[src/rtl/riscv_mc_main_fsm.sv]
// Main control FSM for the multi-cycle RISC-V core: sequences fetch/decode/execute/memory/writeback
// and drives every datapath enable, mux select and the 2-bit ALUOp, with a memory-ready stall handshake.
module riscv_mc_main_fsm #(
  parameter int STATE_W = 4
) (
  input  logic               clk,
  input  logic               rst_n,
  input  logic [6:0]         op,
  input  logic               zero,
  input  logic               mem_ready,
  output logic               pc_write,
  output logic               adr_src,
  output logic               mem_write,
  output logic               ir_write,
  output logic [1:0]         result_src,
  output logic [1:0]         alu_src_a,
  output logic [1:0]         alu_src_b,
  output logic [1:0]         alu_op,
  output logic [1:0]         imm_src,
  output logic               reg_write,
  output logic               illegal_instr,
  output logic               instr_done,
  output logic [STATE_W-1:0] state_o
);

  localparam logic [6:0] OP_LW   = 7'b0000011;
  localparam logic [6:0] OP_SW   = 7'b0100011;
  localparam logic [6:0] OP_R    = 7'b0110011;
  localparam logic [6:0] OP_I    = 7'b0010011;
  localparam logic [6:0] OP_JAL  = 7'b1101111;
  localparam logic [6:0] OP_BEQ  = 7'b1100011;

  typedef enum logic [STATE_W-1:0] {
    FETCH    = STATE_W'(0),
    DECODE   = STATE_W'(1),
    MEMADR   = STATE_W'(2),
    MEMREAD  = STATE_W'(3),
    MEMWB    = STATE_W'(4),
    MEMWRITE = STATE_W'(5),
    EXECUTER = STATE_W'(6),
    ALUWB    = STATE_W'(7),
    EXECUTEI = STATE_W'(8),
    JAL      = STATE_W'(9),
    BEQ      = STATE_W'(10)
  } state_t;

  state_t     r_state;
  state_t     w_next;
  logic       w_pc_update;
  logic       w_branch;
  logic       w_adr_src;
  logic       w_mem_write;
  logic       w_ir_write;
  logic [1:0] w_result_src;
  logic [1:0] w_alu_src_a;
  logic [1:0] w_alu_src_b;
  logic [1:0] w_alu_op;
  logic [1:0] w_imm_src;
  logic       w_reg_write;
  logic       w_illegal;
  logic       w_done;

  always_ff @(posedge clk or negedge rst_n) begin
    if (!rst_n) r_state <= FETCH;
    else        r_state <= w_next;
  end

  always_comb begin
    w_next       = FETCH;
    w_pc_update  = 1'b0;
    w_branch     = 1'b0;
    w_adr_src    = 1'b0;
    w_mem_write  = 1'b0;
    w_ir_write   = 1'b0;
    w_result_src = 2'b00;
    w_alu_src_a  = 2'b00;
    w_alu_src_b  = 2'b00;
    w_alu_op     = 2'b00;
    w_reg_write  = 1'b0;
    w_illegal    = 1'b0;
    w_done       = 1'b0;
    case (r_state)
      FETCH: begin
        w_alu_src_b  = 2'b10;
        w_result_src = 2'b10;
        w_ir_write   = mem_ready;
        w_pc_update  = mem_ready;
        w_next       = mem_ready ? DECODE : FETCH;
      end
      DECODE: begin
        // Branch target PC+imm is precomputed here so BEQ only needs the compare.
        w_alu_src_a = 2'b01;
        w_alu_src_b = 2'b01;
        case (op)
          OP_LW, OP_SW: w_next = MEMADR;
          OP_R:         w_next = EXECUTER;
          OP_I:         w_next = EXECUTEI;
          OP_JAL:       w_next = JAL;
          OP_BEQ:       w_next = BEQ;
          default: begin
            w_illegal = 1'b1;
            w_next    = FETCH;
          end
        endcase
      end
      MEMADR: begin
        w_alu_src_a = 2'b10;
        w_alu_src_b = 2'b01;
        w_next      = (op == OP_LW) ? MEMREAD : MEMWRITE;
      end
      MEMREAD: begin
        w_adr_src = 1'b1;
        w_next    = mem_ready ? MEMWB : MEMREAD;
      end
      MEMWB: begin
        w_result_src = 2'b01;
        w_reg_write  = 1'b1;
        w_done       = 1'b1;
      end
      MEMWRITE: begin
        w_adr_src   = 1'b1;
        w_mem_write = 1'b1;
        w_done      = mem_ready;
        w_next      = mem_ready ? FETCH : MEMWRITE;
      end
      EXECUTER: begin
        w_alu_src_a = 2'b10;
        w_alu_op    = 2'b10;
        w_next      = ALUWB;
      end
      EXECUTEI: begin
        w_alu_src_a = 2'b10;
        w_alu_src_b = 2'b01;
        w_alu_op    = 2'b10;
        w_next      = ALUWB;
      end
      JAL: begin
        w_alu_src_a = 2'b01;
        w_alu_src_b = 2'b10;
        w_pc_update = 1'b1;
        w_next      = ALUWB;
      end
      ALUWB: begin
        w_reg_write = 1'b1;
        w_done      = 1'b1;
      end
      BEQ: begin
        w_alu_src_a = 2'b10;
        w_alu_op    = 2'b01;
        w_branch    = 1'b1;
        w_done      = 1'b1;
      end
      default: w_next = FETCH;
    endcase
  end

  always_comb begin
    case (op)
      OP_SW:   w_imm_src = 2'b01;
      OP_BEQ:  w_imm_src = 2'b10;
      OP_JAL:  w_imm_src = 2'b11;
      default: w_imm_src = 2'b00;
    endcase
  end

  // Every output is gated by rst_n so nothing (including FETCH's Moore values) leaks during reset.
  assign pc_write      = rst_n & (w_pc_update | (w_branch & zero));
  assign adr_src       = rst_n & w_adr_src;
  assign mem_write     = rst_n & w_mem_write;
  assign ir_write      = rst_n & w_ir_write;
  assign result_src    = {2{rst_n}} & w_result_src;
  assign alu_src_a     = {2{rst_n}} & w_alu_src_a;
  assign alu_src_b     = {2{rst_n}} & w_alu_src_b;
  assign alu_op        = {2{rst_n}} & w_alu_op;
  assign imm_src       = {2{rst_n}} & w_imm_src;
  assign reg_write     = rst_n & w_reg_write;
  assign illegal_instr = rst_n & w_illegal;
  assign instr_done    = rst_n & w_done;
  assign state_o       = rst_n ? r_state : '0;

endmodule

[config.mk]
export PLATFORM = sky130hd
export DESIGN_NAME = riscv_mc_main_fsm
export DESIGN_NICKNAME = d
export VERILOG_FILES = /design/src/rtl/riscv_mc_main_fsm.sv
export SDC_FILE = /design/constraint.sdc
export NUM_CORES = 1
export LEC_CHECK = 0
export ABC_AREA = 1
export BUFFER_PORTS_ARGS = -buffer_cell sky130_fd_sc_hd__buf_4
export CAP_MARGIN = 25
export CELL_PAD_IN_SITES_DETAIL_PLACEMENT = 0
export CELL_PAD_IN_SITES_GLOBAL_PLACEMENT = 1
export CORE_ASPECT_RATIO = 1.5
export CORE_MARGIN = 1.5
export CORE_UTILIZATION = 29
export CTS_CLUSTER_SIZE = 20
export DETAILED_ROUTE_END_ITERATION = 8
export GPL_TIMING_DRIVEN = 1
export PLACE_DENSITY_LB_ADDON = 0.1
export SETUP_SLACK_MARGIN = 0.3
export SLEW_MARGIN = 40
export SYNTH_ARGS = -nofsm -noshare
export SYNTH_HDL_FRONTEND = slang
export SYNTH_SLANG_ARGS = --single-unit
[constraint.sdc]
create_clock -name clk -period 2.2 [get_ports clk]
set_input_delay 0.11 -clock clk [delete_from_list [all_inputs] [get_ports clk]]
set_output_delay 0.11 -clock clk [all_outputs]
set_load 0.01 [all_outputs]
==> Word level (Yosys, flattened, before mapping) <==
Index checks and enable logic that the tools add are counted.
{ "word_totals": {"reg_bits": 4, "elab_cells": 64} }
{ "classes": {"n_reduce_logical": 12, "bitwise_logic": 14, "muxes": 21, "n_eq_ne": 16} }
{ "ops": {"columns": ["operator", "n"], "rows": [
  ["$pmux W4 S6", 1],
  ["$pmux W4 S5", 1],
  ["$eq A4 B3 Y1 const B", 4],
  ["$pmux W2 S2", 4],
  ["$eq A7 B6 Y1 const B", 2],
  ["$eq A7 B7 Y1 const B", 2],
  ["$eq A4 B4 Y1 const B", 3],
  ["$reduce_or A2 Y1", 6],
  ["$and A2 B2 Y2", 5],
  ["$mux W3", 3],
  ["$reduce_or A3 Y1", 3],
  ["$and A1 B1 Y1", 8],
  ["$eq A4 B2 Y1 const B", 2],
  ["$mux W1", 8],
  ["$eq A7 B2 Y1 const B", 1],
  ["$eq A7 B5 Y1 const B", 1],
  ["$pmux W2 S3", 1],
  ["$reduce_or A6 Y1", 1],
  ["$eq A4 B1 Y1 const B", 1],
  ["$logic_not A4 Y1", 1],
  ["$mux W4", 1],
  ["$pmux W1 S2", 2],
  ["$reduce_or A4 Y1", 1],
  ["$or A1 B1 Y1", 1]
]} }

==> Logic depth before layout (Yosys ltp) <==
{ "logic_depth": {"ltp_word": 5, "mapped_depth": 7, "depth_no_buf": 7} }

==> Worst setup path after synthesis <==
No wires, ideal clock.
{ "synth_timing": {"path_type": "flip-flop to output port", "start": "register r_state[2]", "end": "output pc_write", "slack_ns": 0.992, "stages_incl_launch_ff": 4, "t_arrival_ns": 1.098, "path_buffers": 0, "cell_sequence": "dfrtp_1 -> nor2_1 -> nand3_1 -> a31oi_1"} }
{ "synth_via": {"elab_chain_len": 5, "word_cells_on_any_way": 8, "cone_classes": "eq/ne (2); mux (2); bitwise (3); reduce/logical (1)"} }
{ "synth_rtl": {"columns": ["element", "line", "source"], "rows": [
  ["start: declaration", "47", "state_t r_state;"],
  ["start signal: assignment", "65", "else r_state <= w_next;"],
  ["$eq A4 B4 Y1", "82", "case (r_state)"],
  ["$mux W1", "82", null],
  ["$and A1 B1 Y1", "167", "assign pc_write = rst_n & (w_pc_update | (w_branch & zero));"],
  ["$or A1 B1 Y1 (*)", "167", null],
  ["$and A1 B1 Y1 (*)", "167", null],
  ["end: declaration", "11", "output logic pc_write,"]
]} }
Every way passes the cells marked *; elsewhere a longest branch is shown, timed or not.

==> Worst setup path in the final report <==
{ "layout_timing": {"start": "input rst_n", "end": "output result_src[0]"} }
{ "layout_via": {"elab_chain_len": 1} }
{ "layout_rtl": {"columns": ["element", "line", "source"], "rows": [
  ["start: declaration", "7", "input logic rst_n,"],
  ["$and A2 B2 Y2", "171", "assign result_src = {2{rst_n}} & w_result_src;"],
  ["end: declaration", "15", "output logic [1:0] result_src,"]
]} }
Every way passes these cells.

==> results.cfg <==
[floorplan]
die_area_mm2 = 0.002335
initial_core_util_pct = 31.65
ios = 32
fp.coreArea_mm2 = 0.001878
die_w_um = 39.96
rows = 19
die_y_um = 58.45

[sta]
fin_crit_ps = 1649
fin_crit_sh_pct = 74.94
setup_viol = 0
finClkSkew_ps = 2.242
finalHoldViolations = 0
rsz0062_at_grt = false
worst_slew_pin_slew_ps = 470.7
fmax_mhz = 606.5
slew_viol_final = 0
setup-tns-final_ps = 0
slew_headroom_pct = 68.59

[flow_run]
drv_cap = 0

[drt]
vias = 799
wl_mm = 1.658
ant_nets = 0
firstDrtPassIters = 4
viasPerCell = 4.784
drt_iter0_markers = 8
drcViolationCount = 0
wire_per_inst_um = 9.928

[finish]
final_core_util_pct = 46.90
area_delta_synth_final_pct = 48.21
final_cell_mix = nand2_1, buf_4, nor2_1
n_fill_cell = 217
drive_gt1_share_pct = 32.19
largest_reg_flops = 4
layout.nets = 159
regMostFlops = r_state
antenna_cells = 0
largestRegisters = r_state x4

[global_route]
grt_pass1_vias = 702
antenna_found_initial = 0
gr-total-overflow = 0
grt_max_degree = 17
grt_pass1_wl_mm = 2.670
track_usage_pct = 16.37

[worst_setup_path]
end_kind = output port
max_stage_delay_ps = 520
path_class = input port to output port
arrival_ps = 1540
worstSetupStartpointType = input port
crit_required_ps = 2090
crit_fanout = 16
crit_chain = dlygate4sd3_1 > buf_4 > inv_1 > nor4_1 > buf_4
crit_top_cell = buf_4
slowest_stage = dlygate4sd3_1

[status]
status = complete, no violations

[yosys]
synth_cells = 112
synth_cell_types = 19
yosysSeqAreaShare_pct = 16.84
synth_fp_nets = 123
avgSynthCellArea_um2 = 5.306
syn-cell-area_um2 = 594.3
yosysWarningCount = 0
ys_ff_latch = 4

[pwr]
sw_frac_of_total_pct = 39.31
p_int_uw = 210.8
comb_power_share_pct = 48.2
cellPowerDensity_mw_per_mm2 = 394.3
pwr-share-seq_pct = 26.1
power_leakage_nw = 0.5307
switchingPower_uw = 136.5
ir_drop_mv = 0.2728
clkPwrFrac_pct = 25.7

[clocking]
clkTransAtPathRegs_ps = 40
clkLatencyLatePin_ps = 230
htreeDepth = 1
clock_path_buffers = 2
cts_tree = built
numCtsBuffers = 3
cts_resized = 0
cts_root_buf = clkbuf_4
postCtsSetupBuffers = 0
cts.sinks = 4
postCtsHoldBufs = 1

[placed_design]
io_buffers = 31
routabilityCongestion = 0.7348
hpwl_mm = 1.443

[min_path]
hold_path_class = input port to flip-flop
==> per-layer routing <==
metal	wire length (um)	share of wire, %	global-route usage, %
met5	0	0	0
met4	25	1.5	7.389
met3	82	4.9	2.264
met2	967	58	31.80
met1	582	35	15.09
==> cells in the mapped netlist <==
master / count / area share, %
nand2_2: 2 / 2.1
nand3_1: 13 / 11
a21oi_1: 6 / 5.1
inv_1: 16 / 10
a31oi_1: 3 / 3.2
nor4_1: 1 / 1.1
nand2_1: 31 / 20
nand4_1: 2 / 2.1
dfrtp_1: 4 / 17
clkinv_2: 1 / 0.84
nand3b_1: 1 / 1.3
and2_4: 1 / 1.5
o21ai_2: 1 / 1.5
nor3_1: 1 / 0.84
nor2_4: 3 / 5.7
nor2_2: 2 / 2.1
buf_2: 1 / 0.84
inv_2: 3 / 1.9
nor2_1: 20 / 13
==> worst max-delay path, delay by kind of cell <==
kind / cells / cell delay [ps]
buffers and inverters: 4 / 1100
and+or+nand+nor: 1 / 320
==> path summary, 6_finish.rpt <==
kind                                      startpoint              endpoint  slack [ps]  depth (start not counted)
max in group asynchronous                      rst_n  r_state[1]$_DFF_PN0_        1830                          2
worst min register to register  r_state[1]$_DFF_PN0_  r_state[3]$_DFF_PN0_         860                          5
min in group asynchronous                      rst_n  r_state[3]$_DFF_PN0_         240                          2
worst min-delay path                           op[6]  r_state[2]$_DFF_PN0_         190                          4
worst max register to register  r_state[3]$_DFF_PN0_  r_state[2]$_DFF_PN0_         960                          6
worst max-delay path                           rst_n         result_src[0]         550                          5
==> through the flow <==
step | cells | setup slack (ps) | cell area (um^2) | hold WS (ps) | total power, mW
4_1_cts | 167 | 513.2 | 880.8 | 182.7 | 0.3547
3_5_place_dp | 163 | 849.9 | 848.3 | -64.78 | 0.2614
3_3_place_gp | 163 | 873.9 | 848.3 | -65.49 | 0.2619
5_1_grt | 167 | 410.4 | 880.8 | 212.0 | 0.3819
6_report | 167 | 551.3 | 880.8 | 187.3 | 0.3473
2_1_floorplan | 112 | 992.5 | 594.3 | -185.6 | 0.1859
==> final cells by class <==
type / count / area (um^2) / area share [%]
Sequential cell: 4 / 100.1 / 11.36
Tap cell: 21 / 26.28 / 2.983
Clock buffer: 3 / 22.52 / 2.557
Multi-Input combinational cell: 87 / 412.9 / 46.87
Inverter: 20 / 76.32 / 8.665
Timing Repair Buffer: 32 / 242.7 / 27.56
==> cell families (layout without fill, tap and decap cells) <==
family	after synthesis	count (layout)	share of synthesized area, %
compound gates	10	10	9.685
buf+inv	21	55	13.68
flops	4	4	16.84
simple gates	77	77	59.79
==> power by group through the flow <==
stage,combinational [mW],sequential (mW),clock [mW]
4_1_cts,0.171,0.0909,0.0925
6_report,0.167,0.0908,0.0891
3_3_place_gp,0.171,0.0911,0
3_5_place_dp,0.170,0.0918,0
2_1_floorplan,0.0953,0.0906,0
5_1_grt,0.190,0.0917,0.100
Power figures use the tool's default switching activity.
